`src/rtl/fir_pkg.sv`:
```
// Shared constants, state encoding and default coefficients for the serial-MAC FIR.
package fir_pkg;
   localparam int NTAPS = 8;
   localparam int DW    = 3;
   localparam int CW    = 8;
   localparam int TW    = $clog2(NTAPS);
   localparam int PW    = DW + CW + 1;
   localparam int ACC_W = DW + CW + 1 + TW;

   typedef enum logic [1:0] {IDLE, MAC, DONE} state_t;

   // Symmetric low-pass taps, sum 72
   localparam logic signed [CW-1:0] COEF_0 = 8'sd1;
   localparam logic signed [CW-1:0] COEF_1 = 8'sd4;
   localparam logic signed [CW-1:0] COEF_2 = 8'sd12;
   localparam logic signed [CW-1:0] COEF_3 = 8'sd19;
   localparam logic signed [CW-1:0] COEF_4 = 8'sd19;
   localparam logic signed [CW-1:0] COEF_5 = 8'sd12;
   localparam logic signed [CW-1:0] COEF_6 = 8'sd4;
   localparam logic signed [CW-1:0] COEF_7 = 8'sd1;
endpackage

```
`src/rtl/fir_coef_rom.sv`:
```
// Combinational tap-index to coefficient lookup.
module fir_coef_rom
   import fir_pkg::*;
(
   input  logic        [TW-1:0] tap_idx,
   output logic signed [CW-1:0] coef
);
   always_comb begin
      coef = '0;
      case (tap_idx)
         TW'(0):  coef = COEF_0;
         TW'(1):  coef = COEF_1;
         TW'(2):  coef = COEF_2;
         TW'(3):  coef = COEF_3;
         TW'(4):  coef = COEF_4;
         TW'(5):  coef = COEF_5;
         TW'(6):  coef = COEF_6;
         TW'(7):  coef = COEF_7;
         default: coef = '0;
      endcase
   end
endmodule

```
`src/rtl/fir_serial_mac.sv`:
```
// FIR filter with one time-shared multiply-accumulate; one output per accepted sample,
// NTAPS+2 cycles per sample.
module fir_serial_mac
   import fir_pkg::*;
(
   input  logic                    CLOCK_50,
   input  logic                    reset,
   input  logic        [DW-1:0]    sample_in,
   input  logic                    sample_valid,
   output logic                    sample_ready,
   output logic signed [ACC_W-1:0] filt_out,
   output logic                    filt_valid,
   output logic                    busy,
   output logic                    overrun
);
   state_t                  state, state_n;
   logic        [DW-1:0]    x [NTAPS];
   logic signed [ACC_W-1:0] acc;
   logic        [TW-1:0]    tap_idx;
   logic signed [CW-1:0]    coef;
   logic signed [DW:0]      xs;
   logic signed [PW-1:0]    prod;
   logic                    accept, mac_en, done_en;

   fir_coef_rom u_rom (.tap_idx(tap_idx), .coef(coef));

   assign accept = (state == IDLE) && sample_valid && sample_ready;
   // Sample is unsigned: zero-extend before the signed multiply
   assign xs     = $signed({1'b0, x[tap_idx]});
   assign prod   = PW'(xs) * PW'(coef);

   always_ff @(posedge CLOCK_50 or posedge reset) begin
      if (reset) state <= IDLE;
      else       state <= state_n;
   end

   always_comb begin
      state_n = state;
      case (state)
         IDLE:    if (accept) state_n = MAC;
         MAC:     if (tap_idx == TW'(NTAPS-1)) state_n = DONE;
         DONE:    state_n = IDLE;
         default: state_n = IDLE;
      endcase
   end

   always_comb begin
      busy    = (state != IDLE);
      mac_en  = (state == MAC);
      done_en = (state == DONE);
   end

   always_ff @(posedge CLOCK_50 or posedge reset) begin
      if (reset) begin
         for (int k = 0; k < NTAPS; k++) x[k] <= '0;
      end else if (accept) begin
         x[0] <= sample_in;
         for (int k = 1; k < NTAPS; k++) x[k] <= x[k-1];
      end
   end

   always_ff @(posedge CLOCK_50 or posedge reset) begin
      if (reset) begin
         acc          <= '0;
         tap_idx      <= '0;
         filt_out     <= '0;
         filt_valid   <= 1'b0;
         sample_ready <= 1'b0;
         overrun      <= 1'b0;
      end else begin
         // Ready whenever the next cycle is IDLE: covers post-reset, DONE and accept
         sample_ready <= (state_n == IDLE);
         filt_valid   <= done_en;
         if (accept) begin
            acc     <= '0;
            tap_idx <= '0;
         end else if (mac_en) begin
            acc     <= acc + ACC_W'(prod);
            tap_idx <= tap_idx + TW'(1);
         end
         if (done_en) filt_out <= acc;
         if (sample_valid && !sample_ready) overrun <= 1'b1;
      end
   end
endmodule

```
`config.mk`:
```
export PLATFORM = sky130hd
export DESIGN_NAME = fir_serial_mac
export DESIGN_NICKNAME = d
export VERILOG_FILES = /design/src/rtl/fir_pkg.sv /design/src/rtl/fir_coef_rom.sv /design/src/rtl/fir_serial_mac.sv
export SDC_FILE = /design/constraint.sdc
export NUM_CORES = 1
export LEC_CHECK = 0
export ABC_AREA = 0
export CORE_UTILIZATION = 65
export DETAILED_ROUTE_END_ITERATION = 10
export PLACE_DENSITY = 0.95
export SLEW_MARGIN = 40
export SYNTH_ARGS = -nofsm -noshare
export SYNTH_HDL_FRONTEND = slang
export SYNTH_HIERARCHICAL = 1
export SYNTH_SLANG_ARGS = --single-unit
```
`constraint.sdc`:
```
create_clock -name CLOCK_50 -period 12 [get_ports CLOCK_50]
set_clock_uncertainty 0.2 [all_clocks]
set_input_delay 1.2 -clock CLOCK_50 [delete_from_list [all_inputs] [get_ports CLOCK_50]]
set_output_delay 1.2 -clock CLOCK_50 [all_outputs]
set_load 0.02 [all_outputs]
```
== Yosys cells after proc, flatten, opt, wreduce, memory -nomap -nowiden ==
Memories as Yosys holds them, arrays and structs flattened.
Index checks and enable logic that the tools add are counted.

* Add/subtract/negate cells: 2
* Multiply operators: 1
* Div/mod/pow operators: 0
* $lt $le $gt $ge: 1
* Eq/ne operators: 3
* Shift operators: 0
* Mux-type cells: 10
* Bitwise gates (word level): 1
* Reduce and logical (&&, ||, !) cells: 8

{| class="wikitable"
|+ Operators by type and width
! cell !! number
|-
| 15-bit 2-to-1 mux || 2
|-
| 15-bit by 12-bit adder with 15-bit output || 1
|-
| 4-bit by 8-bit multiplier with 12-bit output || 1
|-
| 3-bit 2-to-1 mux || 4
|-
| 3-bit binary-select mux with 3-bit select || 1
|-
| 4-bit >= comparator (second input constant) || 1
|-
| 2-bit zero test || 2
|-
| 2-bit 2-to-1 mux || 2
|-
| 3-bit inverter with 4-bit output || 1
|-
| 2-bit case mux with 2 select lines || 1
|-
| 2-bit nonzero test || 2
|-
| 3-bit by 1-bit adder with 3-bit output (second input constant) || 1
|-
| 3-bit equality test (second input constant) || 1
|-
| 1-bit logical AND || 3
|-
| 2-bit by 1-bit equality test with 1-bit output (second input constant) || 1
|-
| 2-bit equality test (second input constant) || 1
|-
| 1-bit zero test || 1
|}

* Register bits after elaboration: 62
* Bits in latches: 0
* RAM bits: 0
* Memory bits (read-only): 40
* Input bits: 6
* Output and inout bits: 19
* Word-level logic and storage cells: 42
* Memories: 1

{| class="wikitable"
|+ Memories
! memory !! words !! width !! rd ports !! clocked after Yosys merged registers in !! wr ports !! line !! source
|-
| (no name shown) || 8 || 5 || 1 || 0 || 0 || fir_coef_rom.sv:10 || <nowiki>case (tap_idx)</nowiki>
|}

== Longest topological paths before layout ==
* Depth after elaboration: 8
* Gate-level depth with buffers: 17
* Depth with buffers taken out: 15

== By module ==
The synthesis kept the hierarchy.

{| class="wikitable"
|+ Modules (own cells, without submodules)
! module !! instances !! cells an instance !! area an instance (µm²) !! seq. area each (µm²)
|-
| fir_serial_mac || 1 || 356 || 3998.8 || 1551.5
|-
| fir_coef_rom || 1 || 14 || 117.6 || 0.0
|}

== Worst setup path after synthesis ==
OpenSTA, ideal clock, no wires.

* Kind: register to register
* From: reg tap_idx[0]
* To: reg acc[7]
* Library setup time: 0.136 ns
* Data arrival time: 4.079 ns
* Data required time: 11.664 ns
* Slack: 7.585 ns
* Cell stages (with the launch flop): 16
* Path buffers: 1
* Clock period less this slack: 4.415 ns
* Cell sequence: dfrtp_1 > buf_2 > mux4_2 > mux2i_4 > nor2b_1 > ha_1 > inv_1 > fa_1 > fa_1 > inv_1 > ha_1 > a211oi_1 > o21bai_1 > a21oi_1 > xor2_1 > o22ai_1

* Word-level cells in the longest chain between the ends: 8
* Elaborated cells on any way between the ends: 9
* Those cells by class: 1 x add/sub; 1 x mul; 5 x mux; 1 x bitwise; 1 x memory

{| class="wikitable"
|+ RTL lines
! item !! line !! source
|-
| start: declaration || fir_serial_mac.sv:19 || <nowiki>logic [TW-1:0] tap_idx;</nowiki>
|-
| start signal: assignment || fir_serial_mac.sv:79 || <nowiki>tap_idx <= tap_idx + TW'(1);</nowiki>
|-
| 3-bit inverter with 4-bit output (implied by the code) || fir_serial_mac.sv:29 || <nowiki>assign xs = $signed({1'b0, x[tap_idx]});</nowiki>
|-
| 3-bit binary-select mux with 3-bit select || fir_serial_mac.sv:29 ||
|-
| 3-bit 2-to-1 mux (implied by the code) (2 in a row) || fir_serial_mac.sv:29 ||
|-
| 4-bit by 8-bit multiplier with 12-bit output * || fir_serial_mac.sv:30 || <nowiki>assign prod = PW'(xs) * PW'(coef);</nowiki>
|-
| 15-bit by 12-bit adder with 15-bit output * || fir_serial_mac.sv:78 || <nowiki>acc <= acc + ACC_W'(prod);</nowiki>
|-
| 15-bit 2-to-1 mux * || fir_serial_mac.sv:77 || <nowiki>end else if (mac_en) begin</nowiki>
|-
| 15-bit 2-to-1 mux * || fir_serial_mac.sv:74 || <nowiki>if (accept) begin</nowiki>
|-
| end signal: assignment || fir_serial_mac.sv:78 ||
|-
| end: declaration || fir_serial_mac.sv:18 || <nowiki>logic signed [ACC_W-1:0] acc;</nowiki>
|}

Mark *: on every way between the ends. The rest lies on a longest branch, timed or not. The select of a mux whose other input is x is not followed.
A chain may end at the register's enable or synchronous reset.

== Final worst setup path ==
* From: reg tap_idx[0]
* To: reg acc[10]

Same word-level chain as after synthesis.

==> out/results.ini <==
[synth]
ys_ff_latch=62
syn-cell-area_mm2=0.00412
yosys_warnings=6
synth_simple_gate_area_frac=0.101
synth_fa_ha_area_frac=0.201
synth_cells=370
syn_avg_cell_area_um2=11.1
synth_edf_count=0
muxShareOfSynthArea=0.140
synth_top_family_by_area=adder cells
ys_types=51
synth_xor_area_frac=0.0149
async_flop_share=1.00
seq_area_frac_synth=0.377
synthTopCellsByArea=dfrtp_1 (38%), ha_1 (10%), fa_1 (9.7%), mux2_2 (9.3%), inv_1 (3.8%)
synth_ff_type=dfrtp_1
synth_compound_area_frac=0.106
synth.top_cell.area_share=0.377
yosysTopAreaCell=dfrtp_1

[clock_tree]
cts-root-to-sink-buffers=2
ctsHtreeMaxLevel=3
post_cts_buffers=0
cts.repair.resized=0
cts_tree=done
cts_hold_buf=0
cts_buffers=9
clock_latency_ns=0.36
path_clk_slew_ns=0.07
cts-root-buf=clkbuf_8
clock_sinks=62

[die]
initial_utilization=0.683
rows=28
io_pins=25
coreArea_mm2=0.00603
die_w_um=81.6
die_area_mm2=0.00666
die_h_um=81.6

[worst_hold_path]
hold_class=flip-flop to flip-flop
worstHoldPathCells=1

[timing]
finalHoldViolCount=0
tightest_slew_ns=0.782
period_share=0.417
rsz0062_at_grt=false
fin_setup_tns_ns=0
final.min_clock_period_ns=5.00
slew_violations=0
fmaxAchievable_mhz=200
setup_violations=0
slew_headroom=0.477

[routing]
ant_nets=0
drt-initial-drc-count=223
dr.pass1.iters=4
wl_mm=8.69
num_vias=2912
wl_per_cell_um=18.4
drc=0
via_per_inst=6.16

[critical_path]
slowest_stage=dfrtp_1
crit_family=adder cells
critPathArrivalTime_ns=4.99
cp_num_buf_inv=2
critPathCaptureType=flip-flop
path_cells=mux4_2, mux2i_4, nor2b_1, ha_1, inv_1, fa_1, fa_1, inv_1, ha_1, o21ai_0, o21ai_1, a31oi_1, xor2_1, o22ai_1
path_depth=14
required_ns=11.99
r2r_setup_slack_ns=7.00
slowest_delay_ns=0.69
criticalPathCategory=flip-flop to flip-flop
cp-start-kind=flip-flop
crit_fanout=12
reg2regPathDepth=14

[cells_and_area]
area_growth_pct=13.4
fin_nets=453
drive_above_1_share=0.173
diodes=0

[status]
status=finished, final reports clean

[grt]
grt_pass1_vias=2979
grt_pass1_wl_mm=14.4
track_usage=0.301
grt-ovfl-total=0
grt_start_max_net_pins=63
antenna_found_initial=0

[place]
io_buffers=24
place_congestion=0.916
place_hpwl_mm=5.94

[job]
max-cap-violations=0

-- cell usage after synthesis (2+ instances only) --
cell type,count
dfrtp_1,62
inv_2,2
o22ai_1,3
xor2_1,4
nor2b_1,23
mux2i_4,2
a22o_1,6
fa_1,20
o31a_1,2
a31oi_1,3
ha_1,34
mux2_2,34
a211oi_1,4
a21o_1,7
o21ai_0,18
and3_1,2
and2_1,2
buf_4,4
nand3_1,3
nor2_1,7
a21oi_1,5
mux4_2,6
o211ai_1,2
nand3b_1,2
nand2b_1,4
inv_1,42
or3_1,2
o2111ai_1,2
o21a_1,2
or2_2,2
buf_2,4
xnor2_1,3
clkbuf_1,8
nand2_1,27
-- final cells by class --
type	count	area, um^2
inverter	44	165
fill	352	1360
sequential	62	1550
clock inverter	7	145
timing repair buffer	26	259
clock buffer	9	124
tap	75	93.8
multi-input combinational	250	2330
-- worst register-to-register path: stages (launching register included) --
cell and delay, ns:
dfrtp_1 0.69, mux4_2 0.62, mux2i_4 0.30, nor2b_1 0.13, ha_1 0.30, inv_1 0.06, fa_1 0.50, fa_1 0.51
inv_1 0.04, ha_1 0.35, o21ai_0 0.27, o21ai_1 0.17, a31oi_1 0.28, xor2_1 0.29, o22ai_1 0.13
-- layer usage --
metal | routed length (um) | track usage
met1 | 3580 | 0.388
met2 | 4370 | 0.494
met3 | 509 | 0.0578
met4 | 231 | 0.139
met5 | 0 | 0
-- kinds of logic (layout without fill, tap and decap cells) --
family	count (synthesis)	in the layout
simple gates	79	79
compound gates	64	64
flops	62	62
buf+inv	60	86
fa+ha+maj	54	54
mux	43	43
xor+xnor	7	7
other cells	1	3
-- placed cells by master (no fill, tap or decap), types with 3 or more instances in the layout --
| cell type | count |
|---|---|
| xnor2_1 | 3 |
| clkdlybuf4s50_1 | 24 |
| a211oi_1 | 4 |
| fa_1 | 20 |
| dfrtp_1 | 62 |
| a22o_1 | 6 |
| mux2_2 | 34 |
| inv_1 | 41 |
| a21oi_1 | 5 |
| ha_1 | 34 |
| a21o_1 | 7 |
| bufinv_16 | 4 |
| nor2_1 | 7 |
| nand2b_1 | 3 |
| o21ai_0 | 18 |
| nor2b_1 | 23 |
| o22ai_1 | 3 |
| inv_2 | 3 |
| nand3_1 | 3 |
| conb_1 | 3 |
| a31oi_1 | 3 |
| mux4_2 | 6 |
| xor2_1 | 4 |
| clkbuf_8 | 9 |
| nand2_1 | 27 |
-- final timing paths --
kind | from | to
setup / recovery | tap_idx[0] | acc[10]
hold / removal | overrun | overrun
setup reg to reg | tap_idx[0] | acc[10]
hold reg to reg | overrun | overrun
max in group asynchronous | reset | acc[3]
min in group asynchronous | reset | filt_out[14]
-- sequential cells by signal, indices dropped and copies added (netlist names) --
name          flops
acc              15
filt_out         15
filt_valid        1
overrun           1
sample_ready      1
state             2
tap_idx           3
x                24
-- per-stage QoR --
stage	instances	cell area (um^2)	utilization	hold WS [ns]	worst slack (ns)
floorplan	372	4120	-	0.249	7.59
CTS	473	4660	0.774	0.269	7.05
global placement	457	4390	0.729	0.240	7.31
finish	473	4670	0.775	0.269	7.00
global route	473	4670	0.775	0.272	6.75
detailed placement	457	4400	0.729	0.252	7.13
Power is left out: the tool's default activity adds up to more than one toggle a clock period on the data nets, which glitch-free logic cannot reach.
